### config.mk
export PLATFORM = sky130hd
export DESIGN_NAME = ieeedrv_sd_arbiter
export DESIGN_NICKNAME = d
export VERILOG_FILES = /design/src/rtl/ieeedrv_sd_arbiter.sv
export SDC_FILE = /design/constraint.sdc
export NUM_CORES = 1
export LEC_CHECK = 0
export CAP_MARGIN = 20
export CORE_UTILIZATION = 40
export DETAILED_ROUTE_END_ITERATION = 12
export PLACE_DENSITY = 0.89
export RECOVER_POWER = 100
export SLEW_MARGIN = 40
export SYNTH_ARGS = -nofsm -noshare
export SYNTH_HDL_FRONTEND = slang
export SYNTH_SLANG_ARGS = --single-unit
export TNS_END_PERCENT = 1
### constraint.sdc
create_clock -name clk_sys -period 3.6 [get_ports clk_sys]
set_input_delay 0.72 -clock clk_sys [delete_from_list [all_inputs] [get_ports clk_sys]]
set_output_delay 0.72 -clock clk_sys [all_outputs]
set_load 0.05 [all_outputs]
### src/rtl/ieeedrv_sd_arbiter.sv
// rtl/ieeedrv_sd_arbiter.sv - round-robin arbiter of NBD block-device requesters onto one SD host port
// Optional watchdog on the REQ phase: define IEEEDRV_SD_ARB_TIMEOUT_EN.
module ieeedrv_sd_arbiter #(
  parameter int NBD   = 2,
  parameter int TMO_W = 24
) (
  input  logic            clk_sys,
  input  logic            reset,
  input  logic [31:0]     req_lba      [NBD],
  input  logic [5:0]      req_blk_cnt  [NBD],
  input  logic [NBD-1:0]  req_rd,
  input  logic [NBD-1:0]  req_wr,
  output logic [NBD-1:0]  req_ack,
  input  logic [7:0]      req_buff_din [NBD],
  output logic [31:0]     sd_lba,
  output logic [5:0]      sd_blk_cnt,
  output logic            sd_rd,
  output logic            sd_wr,
  input  logic            sd_ack,
  output logic [7:0]      sd_buff_din,
  output logic [2:0]      grant,
  output logic            busy,
  output logic            tmo_err
);

  if (NBD < 1 || NBD > 8 || TMO_W < 1) begin : g_bad_cfg
    $error("ieeedrv_sd_arbiter: NBD must be 1..8 and TMO_W at least 1");
  end

  typedef enum logic [1:0] {S_IDLE, S_REQ, S_XFER, S_DONE} state_t;

  state_t      state, state_nxt;
  logic [2:0]  ptr;
  logic [2:0]  ptr_adv;
  logic        op_rd;
  logic [7:0]  pend8;
  logic [3:0]  cand;
  logic        found;
  logic [2:0]  pick;
  logic        pick_rd;
  logic [31:0] pick_lba;
  logic [5:0]  pick_cnt;
  logic        tmo_hit;

  // First pending requester at or after ptr, wrapping at NBD.
  always_comb begin
    pend8 = '0;
    pend8[NBD-1:0] = req_rd | req_wr;
    found = 1'b0;
    pick  = '0;
    cand  = '0;
    for (int i = 0; i < NBD; i++) begin
      cand = {1'b0, ptr} + 4'(i);
      if (cand >= 4'(NBD)) cand = cand - 4'(NBD);
      if (!found && pend8[cand[2:0]]) begin
        found = 1'b1;
        pick  = cand[2:0];
      end
    end
  end

  always_comb begin
    pick_rd     = 1'b0;
    pick_lba    = '0;
    pick_cnt    = '0;
    sd_buff_din = '0;
    for (int i = 0; i < NBD; i++) begin
      if (pick == 3'(i)) begin
        pick_rd  = req_rd[i];
        pick_lba = req_lba[i];
        pick_cnt = req_blk_cnt[i];
      end
      if (grant == 3'(i)) sd_buff_din = req_buff_din[i];
    end
  end

  assign ptr_adv = (grant == 3'(NBD - 1)) ? 3'd0 : grant + 3'd1;

`ifdef IEEEDRV_SD_ARB_TIMEOUT_EN
  logic [TMO_W-1:0] wdog;

  // Held at zero outside REQ, so every REQ entry starts from a cleared count.
  always_ff @(posedge clk_sys) begin
    if (reset || state != S_REQ) wdog <= '0;
    else                         wdog <= wdog + 1'b1;
  end

  assign tmo_hit = (state == S_REQ) && !sd_ack && (&wdog);
`else
  assign tmo_hit = 1'b0;
`endif

  assign tmo_err = tmo_hit;

  always_ff @(posedge clk_sys) begin
    if (reset) state <= S_IDLE;
    else       state <= state_nxt;
  end

  always_comb begin
    state_nxt = state;
    sd_rd     = 1'b0;
    sd_wr     = 1'b0;
    req_ack   = '0;
    busy      = (state != S_IDLE);
    case (state)
      S_IDLE: if (found) state_nxt = S_REQ;
      S_REQ: begin
        sd_rd = op_rd && !tmo_hit;
        sd_wr = !op_rd && !tmo_hit;
        if (sd_ack)       state_nxt = S_XFER;
        else if (tmo_hit) state_nxt = S_IDLE;
      end
      S_XFER: begin
        for (int i = 0; i < NBD; i++) req_ack[i] = (grant == 3'(i));
        if (!sd_ack) state_nxt = S_DONE;
      end
      S_DONE:  state_nxt = S_IDLE;
      default: state_nxt = S_IDLE;
    endcase
  end

  // Host-side command is frozen at grant time; requester changes afterwards are ignored.
  always_ff @(posedge clk_sys) begin
    if (reset) begin
      ptr        <= '0;
      grant      <= '0;
      op_rd      <= 1'b0;
      sd_lba     <= '0;
      sd_blk_cnt <= '0;
    end else begin
      if (state == S_IDLE && found) begin
        grant      <= pick;
        op_rd      <= pick_rd;
        sd_lba     <= pick_lba;
        sd_blk_cnt <= pick_cnt;
      end
      if (state == S_DONE || tmo_hit) ptr <= ptr_adv;
    end
  end

endmodule

==> summary.md <==
| Metric | Value |
|---|---|
| GPL Wtd Cong | 0.807 |
| GRT overflow | 0 |
| Vias in the first global route | about 2600 |
| Post-synth top area cell | dfxtp_1 |
| Setup repair after global routing missed its margin | no |
| Syn. warnings | 0 |
| Final hold vios | 0 |
| Vias | 2666 |
| Reg power frac | 0.228 |
| Port bufs | 152 |
| DRT iter0 DRCs | 87 |
| Synth area leaders | dfxtp_1 38%, nand2_1 12%, a311oi_1 11% |
| Tightest Pin Transition | 2.31 ns |
| Reg2reg path depth | 8 |
| Netlist Area Pre-Place | 2490 sq um |
| CTS root buf | clkbuf_8 |
| Final min period | slightly below 3 ns |
| Synthesis-to-finish area growth | 64.3% |
| Core Area | 5960 sq um |
| Maximum vdd ir drop | 0.714 mV |
| RR Endpoint | sd_lba[10]$_SDFFE_PP0P_ |
| CTS buffer count | 5 |
| Largest net degree at the start of global routing | 48 |
| Reg clk slew, reported paths | 0.09 ns |
| Worst r2r src | ptr[0]$_SDFFE_PP0N_ |
| Num Clock Sinks | 47 |
| DP Worst Slack | 0.687 ns |
| Period utilization | 0.823 |
| Switch share | 0.550 |
| Clk pwr share | 0.078 |
| Placed cell area | 4040 sq um |
| Num rows | 28 |
| Count leader, synth | nand2_1 |
| Failing checks | capacitance limit, slew limit |
| CTS tree | done |
| H-tree levels | 2 |
| IO Pins | approximately 150 |
| Pleak | 0.00170 uW |
| Die H | 81.0 um |
| Reg-to-reg slack, setup | about 0.7 ns |
| Final HPWL DP | roughly 5400 um |
| Hold Crit Class | reg -> reg |
| Worst rel slew slack | -0.538 |
| Global-route wire length before repair | 11200 um |
| Layout Skew | 0.00857 ns |
| Initial Utilization | 0.419 |
| Total track usage | 0.218 |
| Synth top cells by count | 83 x nand2_1, 54 x nor2_1, 47 x dfxtp_1 |
| Pint | roughly 1900 uW |
| Setup WS post-layout | 0.637 ns |
| Avg Cell Area, Syn | 8.15 sq um |
| Area occupied by multi-input gates | 1390 sq um |
| Post-layout nets | 554 |
| Post-cts sizing count | 0 |
| Final setup TNS | 0 ns |
| Register area | 941 sq um |
| Critical Path Start Type | primary input |
| Routed WL per cell | 13.9 um |
| CTS Hold Bufs | 0 |
| Pwr dens | ~1000 nW/um^2 |
| Crit end category | primary output |
| Max Cap Viol | 1 |
| Hold Path Depth | 2 |
| Cells after Synth | a little over 300 |
| Sw Pwr | 2270 uW |
| # fillers | 502 |
| Vias per inst | 5.12 |
| Max clock buf depth | 2 |
| #FFs+latches synth | 47 |
| Netlist cell types | 36 |
| Max Clk Rate | 0.338 GHz |
| Gate power share | 0.695 |
| Drt pass-1 iters | 4 |
| Final setup fails | 0 |
| DRC violations left | 0 |
| ANT nets after route | 0 |
| Clk_lat worst skew | roughly 0.3 ns |
| Synth top area share | 0.377 |
| WP data arrival | 2.24 ns |
| Slew Limit Fails | 48 |
| Design area | 4100 sq um |
| Chip width | 81.0 um |
| Seq/Total Area, Yosys | 0.377 |
| Worst Setup Path Type | in -> out |
| Hold Path Sink | sd_lba[13]$_SDFFE_PP0P_ |
| Hold wc startpoint | sd_lba[13]$_SDFFE_PP0P_ |
| Post-CTS Setup Bufs | 0 |
| Hold slack | approximately 0.5 ns |
| Syn Nets | 415 |
| Status | finished, violations left |
| Initial antenna violation count | 0 |
| WP data required | 2.88 ns |
| Layout cells sized above 1 | 0.0650 |
| DIE AREA | 6560 sq um |
| Post-synth top flop | dfxtp_1 |
| Max FO, Critical Path | 1 |
| Async set or reset register ratio after synthesis | 0 |
| Drt total wl | 7250 um |
| Number of diodes | 0 |
| Post-synth EDFFs | 0 |
[per-stage QoR]
stage | std cells | power [uW] | utilization
2_1_floorplan | 306 | 3070 | -
3_3_place_gp | 513 | 3910 | 0.679
3_5_place_dp | 513 | 3970 | 0.679
4_1_cts | 521 | 4300 | 0.694
5_1_grt | 521 | 4400 | 0.688
6_report | 521 | 4130 | 0.688
[worst max-delay path: stages]
cell and delay (ns):
clkdlybuf4s50_1 0.45, mux2i_1 0.06, nor2_1 0.12, dlygate4sd3_1 0.89
[area by class of cell]
cell class / instances / share of cell area
sequential: 47 / 0.230
tap: 75 / 0.0229
multi-input combinational: 228 / 0.340
clock buffer: 5 / 0.0168
inverter: 6 / 0.00549
timing repair buffer: 157 / 0.381
clock inverter: 3 / 0.00458
[registers in the layout (all words and copies together) (netlist names)]
| register | count |
|---|---|
| sd_lba | 32 |
| sd_blk_cnt | 6 |
| grant | 3 |
| ptr | 3 |
| state | 2 |
| op_rd | 1 |
[cell families after synthesis]
logic type	synth area share
XOR/XNOR	0.00702
other	0.00150
flip-flops	0.377
adder cells (fa/ha/maj)	0.0502
AND/OR/NAND/NOR	0.248
AO/OA/AOI/OAI	0.205
buffers and inverters	0.0612
multiplexers	0.0507
[how the worst max path moves through the flow]
stage,cells past startpoint,endpoint,start,slack (ns)
3_5_place_dp,4,sd_buff_din[1],req_buff_din[9],0.69
3_3_place_gp,4,sd_buff_din[7],req_buff_din[7],0.69
2_1_floorplan,1,req_ack[1],grant[0]$_SDFFE_PP0P_,0.65
4_1_cts,2,req_ack[1],grant[0]$_SDFFE_PP0P_,0.64
6_report,4,sd_buff_din[1],req_buff_din[1],0.64
5_1_grt,8,sd_lba[4]$_SDFFE_PP0P_,ptr[0]$_SDFFE_PP0N_,0.42
[per-layer routing]
metal,wire [um],global-route usage,vias up
li1,-,-,1331
met1,2880,0.243,1210
met2,3650,0.403,116
met3,630,0.0573,9
met4,98,0.0607,0
met5,0,0,-
[power by group through the flow]
stage | clock (uW) | combinational, uW | sequential, uW
6_report | 321 | 2870 | 940
5_1_grt | 346 | 3070 | 978
4_1_cts | 332 | 3020 | 954
3_5_place_dp | 0 | 3010 | 965
3_3_place_gp | 0 | 2960 | 947
2_1_floorplan | 0 | 1340 | 1720
[cells in the final DEF, fill, tap and decap left out, types with 3 or more instances in the layout]
master           count
clkbuf_8             5
ha_1                10
mux2i_1              9
nor2_1              54
nand2_1             83
a311oi_2             9
dlygate4sd3_1       54
a311oi_1            31
inv_1                6
clkdlybuf4s50_1     97
nor3b_1              3
a211oi_1             3
nand2b_1             3
dfxtp_1             47
(Power assumes the default switching activity.)
